**config.mk**
```make
export PLATFORM = sky130hd
export DESIGN_NAME = serial_subtractor
export DESIGN_NICKNAME = d
export VERILOG_FILES = /design/src/rtl/serial_subtractor.sv
export SDC_FILE = /design/constraint.sdc
export NUM_CORES = 1
export LEC_CHECK = 0
export CORE_ASPECT_RATIO = 1.1
export CORE_MARGIN = 5
export CORE_UTILIZATION = 55
export CTS_BUF_LIST = sky130_fd_sc_hd__clkbuf_8
export DETAILED_ROUTE_END_ITERATION = 8
export GPL_ROUTABILITY_DRIVEN = 0
export PLACE_DENSITY_LB_ADDON = 0.1
export SYNTH_ARGS = -nofsm -noshare
export SYNTH_HDL_FRONTEND = slang
export SYNTH_SLANG_ARGS = --single-unit
```
**constraint.sdc**
```tcl
create_clock -name clk -period 1.9 [get_ports clk]
set_input_delay 0.19 -clock clk [delete_from_list [all_inputs] [get_ports clk]]
set_output_delay 0.19 -clock clk [all_outputs]
set_load 0.005 [all_outputs]
```
**src/rtl/serial_subtractor.sv**
```systemverilog
// Bit-serial WIDTH-bit subtractor: one full-subtractor cell plus a borrow flop,
// LSB first, with a start/busy/done handshake and held result registers.
module serial_subtractor #(
    parameter int WIDTH = 4
) (
    input  logic             clk,
    input  logic             rst_n,
    input  logic             start,
    input  logic [WIDTH-1:0] a,
    input  logic [WIDTH-1:0] b,
    output logic             busy,
    output logic             done,
    output logic [WIDTH-1:0] diff,
    output logic             borrow_out
);

    localparam int CW = $clog2(WIDTH + 1);
    localparam logic [CW-1:0] LAST = CW'(WIDTH - 1);

    typedef enum logic [1:0] {IDLE, SHIFT, DONE} state_t;

    state_t           state;
    logic [WIDTH-1:0] sa, sb, sr;
    logic             bor;
    logic [CW-1:0]    cnt;

    logic             d, bnext;
    logic [WIDTH-1:0] sr_next;

    // Shifting through a WIDTH+1 concatenation keeps WIDTH=1 free of a reversed slice.
    always_comb begin
        d       = sa[0] ^ sb[0] ^ bor;
        bnext   = (~sa[0] & sb[0]) | (~(sa[0] ^ sb[0]) & bor);
        sr_next = WIDTH'({d, sr} >> 1);
    end

    always_ff @(posedge clk or negedge rst_n) begin
        if (!rst_n) begin
            state      <= IDLE;
            sa         <= '0;
            sb         <= '0;
            sr         <= '0;
            bor        <= 1'b0;
            cnt        <= '0;
            busy       <= 1'b0;
            done       <= 1'b0;
            diff       <= '0;
            borrow_out <= 1'b0;
        end else begin
            case (state)
                IDLE: begin
                    if (start) begin
                        sa    <= a;
                        sb    <= b;
                        bor   <= 1'b0;
                        cnt   <= '0;
                        busy  <= 1'b1;
                        state <= SHIFT;
                    end
                end
                SHIFT: begin
                    sr  <= sr_next;
                    sa  <= sa >> 1;
                    sb  <= sb >> 1;
                    bor <= bnext;
                    cnt <= cnt + CW'(1);
                    if (cnt == LAST) begin
                        busy       <= 1'b0;
                        done       <= 1'b1;
                        diff       <= sr_next;
                        borrow_out <= bnext;
                        state      <= DONE;
                    end
                end
                DONE: begin
                    done <= 1'b0;
                    if (start) begin
                        sa    <= a;
                        sb    <= b;
                        bor   <= 1'b0;
                        cnt   <= '0;
                        busy  <= 1'b1;
                        state <= SHIFT;
                    end else begin
                        state <= IDLE;
                    end
                end
                default: begin
                    busy  <= 1'b0;
                    done  <= 1'b0;
                    state <= IDLE;
                end
            endcase
        end
    end

endmodule

```
## Yosys cells after proc, flatten, opt, wreduce, memory -nomap -nowiden

Cells that the tools add are included.

| storage, ports and cells | value |
|---|---|
| bits in registers | 25 |
| input port bits | 11 |
| output and inout port bits | 7 |
| word-level logic and storage cells | 50 |

| operators by class | value |
|---|---|
| add/subtract/negate cells | 1 |
| eq/ne operators | 6 |
| multiplexer cells | 17 |
| bitwise operators | 8 |
| reductions and logical operators | 8 |

Operators with widths:

| operator | count |
|---|---|
| $pmux 4 s2 | 2 |
| $reduce_and 2->1 | 5 |
| $mux 4 | 2 |
| $pmux 1 s2 | 3 |
| $pmux 2 s3 | 1 |
| $pmux 3 s2 | 1 |
| $mux 1 | 5 |
| $mux 2 | 2 |
| $ne 2x2->1 const B | 2 |
| $add 3x1->3 const B | 1 |
| $eq 3x2->1 const B | 1 |
| $mux 3 | 1 |
| $not 1->1 | 3 |
| $and 1x1->1 | 2 |
| $eq 2x1->1 const B | 1 |
| $eq 2x2->1 const B | 1 |
| $logic_not 2->1 | 1 |
| $ne 2x1->1 const B | 1 |
| $reduce_bool 2->1 | 1 |
| $reduce_or 2->1 | 1 |
| $xor 1x1->1 | 2 |
| $or 1x1->1 | 1 |

## Depth between registers and ports, before layout

| logic depth | value |
|---|---|
| depth after elaboration | 5 |
| gate-level depth with buffers | 4 |
| mapped depth without buffers | 4 |

## Worst setup path before layout

No wires, ideal clock.

| timing path | value |
|---|---|
| path type | register -> register |
| start point | register cnt[0] |
| end point | register diff[0] |
| setup time | 125 ps |
| data arrival time | 1252 ps |
| data required time | 1775 ps |
| path slack | 523 ps |
| stages on the path, launching flop included | 5 |
| path buffers | 0 |
| clock period less this slack | 1377 ps |
| path through | dfrtp_1 ha_1 ha_1 nand3b_4 mux2_2 |

| between the ends | value |
|---|---|
| longest elaborated chain between the ends | 2 |

Ends and longest elaborated chain:

| what | RTL line | text |
|---|---|---|
| from (decl) | 25 | `logic [CW-1:0] cnt;` |
| from (signal assigned) | 66 | `cnt <= cnt + CW'(1);` |
| $eq 3x2->1 | 67 | `if (cnt == LAST) begin` |
| $reduce_and 2->1 (no line) | -- |  |
| to (signal assigned) | 70 | `diff <= sr_next;` |
| to (decl) | 13 | `output logic [WIDTH-1:0] diff,` |

No other way between the ends.
A chain may end at the register's enable or synchronous reset.

## Final worst setup path

| timing path | value |
|---|---|
| start point | register cnt[0] |
| end point | register diff[2] |

Same word-level chain as after synthesis.

==> flow_results.xml <==
<?xml version="1.0" encoding="UTF-8"?>
<metrics>
  <group name="setup_path">
    <metric name="worst_setup_path_end_kind" unit="">flop</metric>
    <metric name="worst-endpoint-required" unit="ns">2.06</metric>
    <metric name="critPathKind" unit="">reg2reg</metric>
    <metric name="critical-path-top-delay-family" unit="">adder cells</metric>
    <metric name="critical-path-slowest-cell" unit="">dfrtp_1</metric>
    <metric name="crit_fanout" unit="">6</metric>
    <metric name="cpMostUsedCell" unit="">ha_1</metric>
    <metric name="cp.depth" unit="">4</metric>
    <metric name="timing.reg2reg.worst_path_depth" unit="">4</metric>
    <metric name="cp_cell_sequence" unit="">ha_1, ha_1, nand3b_4, mux2_2</metric>
    <metric name="critical-path-max-stage-delay" unit="ns">0.41</metric>
    <metric name="crit_arrival" unit="ns">1.60</metric>
    <metric name="worst-path-buf-inv" unit="">0</metric>
    <metric name="timing.critical_path.from_type" unit="">flop</metric>
  </group>
  <group name="clock_network">
    <metric name="cts_num_sinks" unit="">24</metric>
    <metric name="cts_tree" unit="">built</metric>
    <metric name="post_cts_resized" unit="">0</metric>
    <metric name="clock_insertion_delay_worst_skew" unit="ns">0.26</metric>
    <metric name="htree_num_levels" unit="">1</metric>
    <metric name="clk_root_buffer_cell" unit="">clkbuf_8</metric>
    <metric name="tritoncts_buffer_count" unit="">3</metric>
    <metric name="cts_max_path_buffers" unit="">2</metric>
    <metric name="cts.clk_slew.worst_paths" unit="ns">0.09</metric>
    <metric name="post_cts.repair.setup_buffers" unit="">0</metric>
    <metric name="ctsHoldBuffers" unit="">0</metric>
  </group>
  <group name="job">
    <metric name="cap_viol_max_count" unit="">0</metric>
  </group>
  <group name="global_routing">
    <metric name="overflow" unit="">0</metric>
    <metric name="first_global_vias" unit="">813</metric>
    <metric name="grt_max_degree" unit="">25</metric>
    <metric name="initial_antenna_violation_count" unit="">0</metric>
    <metric name="globalRouteTotalUtil" unit="%">15.6</metric>
    <metric name="grt_pass1_wl" unit="mm">3.71</metric>
  </group>
  <group name="route">
    <metric name="num_vias" unit="">708</metric>
    <metric name="avgViaCountPerCell" unit="">5.17</metric>
    <metric name="ant_nets" unit="">0</metric>
    <metric name="drt-total-wl" unit="mm">2.00</metric>
    <metric name="routed_wire_length_per_instance" unit="um">14.6</metric>
    <metric name="initialDrtViolationCount" unit="">9</metric>
    <metric name="drc" unit="">0</metric>
    <metric name="dr.pass1.iters" unit="">4</metric>
  </group>
  <group name="layout">
    <metric name="proportion_of_layout_cells_with_a_drive_suffix_above_1" unit="%">19.3</metric>
    <metric name="area_growth" unit="%">19.9</metric>
    <metric name="final_design_area_no_fill" unit="mm2">0.00145</metric>
    <metric name="fin_cells" unit="">137</metric>
    <metric name="n_antenna_cell" unit="">0</metric>
    <metric name="nNetsFinal" unit="">124</metric>
  </group>
  <group name="outcome">
    <metric name="run_status" unit="">finished, final reports clean</metric>
  </group>
  <group name="sta">
    <metric name="final.period_utilization" unit="%">76.1</metric>
    <metric name="worst_pin_slew" unit="ns">0.373</metric>
    <metric name="finalWorstPathRequiredPeriod" unit="ns">1.45</metric>
    <metric name="finClkSkew" unit="ns">0.00697</metric>
    <metric name="hold-worst-slack" unit="ns">0.278</metric>
    <metric name="max_clock_freq" unit="MHz">692</metric>
    <metric name="slew_limit_headroom" unit="%">75.1</metric>
    <metric name="setup-tns-final" unit="ns">0</metric>
    <metric name="setup_repair_after_global_routing_missed_its_margin" unit="">false</metric>
    <metric name="finalMaxSlewViolations" unit="">0</metric>
    <metric name="finalHoldViolations" unit="">0</metric>
    <metric name="finalSetupViolations" unit="">0</metric>
  </group>
  <group name="floorplanning">
    <metric name="fp.dieW" unit="um">54.8</metric>
    <metric name="design.die.area" unit="mm2">0.00324</metric>
    <metric name="starting_utilization_of_the_core_area" unit="%">58.8</metric>
    <metric name="core" unit="mm2">0.00206</metric>
    <metric name="i_o_pin_cnt" unit="">18</metric>
    <metric name="std_cell_rows" unit="">17</metric>
    <metric name="die-height" unit="um">59.2</metric>
  </group>
  <group name="power">
    <metric name="irDropWorstVdd" unit="mV">1.00</metric>
    <metric name="power.density_cell_area" unit="mW/mm2">1600</metric>
    <metric name="power.leakage" unit="uW">0.000679</metric>
  </group>
  <group name="synthesis">
    <metric name="synth_seq_cells" unit="">24</metric>
    <metric name="synth_cell_type_count" unit="">22</metric>
    <metric name="synthesis.yosys.warnings" unit="">0</metric>
    <metric name="average_cell_area_after_synthesis" unit="um2">13.6</metric>
    <metric name="synth.yosys.seq_area_share" unit="%">49.5</metric>
    <metric name="synth_area" unit="mm2">0.00121</metric>
    <metric name="synth_fp_nets" unit="">103</metric>
    <metric name="synthesis.instances" unit="">89</metric>
  </group>
  <group name="placed_design">
    <metric name="post-place-cells" unit="">133</metric>
    <metric name="post-dp-hpwl" unit="mm">1.50</metric>
    <metric name="placedInstanceArea" unit="mm2">0.00138</metric>
    <metric name="port_buffers" unit="">17</metric>
  </group>
  <group name="hold_path">
    <metric name="worst_hold_path_type" unit="">in2async</metric>
  </group>
</metrics>
==> Yosys cell counts (all sizes together) <==
master / count / area share, %
a22o: 1 / 0.72
nand3: 2 / 0.83
nand3b: 1 / 1.7
o21ai: 2 / 0.83
inv: 5 / 1.5
mux2i: 21 / 17
dfrtp: 24 / 50
o2bb2ai: 1 / 0.72
nor2: 4 / 1.9
a21oi: 1 / 0.72
a21o: 1 / 0.62
a32o: 2 / 1.7
xnor2: 1 / 0.72
fa: 1 / 1.7
mux2: 9 / 8.4
nor3b: 1 / 0.62
buf: 5 / 5.4
ha: 2 / 2.1
nand2b: 5 / 3.2
==> where the power goes <==
group	total [uW]	internal [uW]	leakage, uW	switching (uW)
Clock	440	281	0.0000357	159
Combinational	968	586	0.000345	382
Sequential	919	742	0.000298	177
==> through the flow <==
step	worst slack, ns	util, %	power [uW]
floorplan	0.523	-	1620
global placement	0.490	67.0	1850
detailed placement	0.452	67.0	1920
CTS	0.444	70.5	2370
global route	0.394	70.5	2520
finish	0.454	70.5	2330
==> sequential cells by signal (all words and copies together) (netlist names) <==
| name | flops |
|---|---|
| state | 2 |
| sa | 4 |
| bor | 1 |
| cnt | 3 |
| busy | 1 |
| borrow_out | 1 |
| sb | 4 |
| done | 1 |
| sr | 3 |
| diff | 4 |
==> area by class of cell <==
| type | count | area, um2 |
|---|---|---|
| Fill cell | 163 | 609 |
| Clock buffer | 3 | 41.3 |
| Clock inverter | 1 | 30.0 |
| Timing Repair Buffer | 21 | 200 |
| Tap cell | 28 | 35.0 |
| Sequential cell | 24 | 601 |
| Multi-Input combinational cell | 55 | 528 |
| Inverter | 5 | 18.8 |
==> kinds of logic (layout without fill, tap and decap cells) <==
group,Yosys count,count (layout),synth area share [%]
AOI/OAI and AO/OA,8,8,5.26
xor gates and xnor gates,1,1,0.723
muxes,30,30,25.7
adders and majority gates,3,3,3.71
and+or+nand+nor,13,13,8.15
buffers and inverters,10,30,6.91
DFF,24,24,49.5
==> metal layers <==
metal | up-vias | global-route usage (%) | share of wire, %
met3 | 2 | 1.76 | 3.3
met4 | 0 | 5.34 | 0.75
met5 | - | 0 | 0
met1 | 345 | 20.5 | 47
li1 | 351 | - | -
met2 | 10 | 26.2 | 49
==> placed cells by master, fill, tap and decap left out <==
cell type / netlist / final
a21o_1: 1 / 1
a21oi_2: 1 / 1
a22o_1: 1 / 1
a32o_1: 2 / 2
buf_4: 0 / 4
bufinv_16: 0 / 1
clkbuf_8: 0 / 3
clkdlybuf4s50_1: 0 / 17
dfrtp_1: 24 / 24
fa_1: 1 / 1
ha_1: 2 / 2
inv_1: 5 / 5
mux2_2: 9 / 9
mux2i_1: 21 / 21
nand2b_1: 4 / 4
nand2b_4: 1 / 1
nand3_1: 2 / 2
nand3b_4: 1 / 1
nor2_1: 3 / 3
nor2_4: 1 / 1
nor3b_1: 1 / 1
o21ai_0: 2 / 2
o2bb2ai_1: 1 / 1
xnor2_1: 1 / 1
==> worst paths after layout <==
path	startpoint	endpoint	slack [ns]
max in group asynchronous	rst_n	busy	1.38
worst max-delay path	cnt[0]	diff[2]	0.45
worst min register to register	sr[1]	diff[0]	0.51
min in group clk	sr[1]	diff[0]	0.51
worst max register to register	cnt[0]	diff[2]	0.45
worst min-delay path	rst_n	sa[0]	0.28
Power figures use the tool's default switching activity.
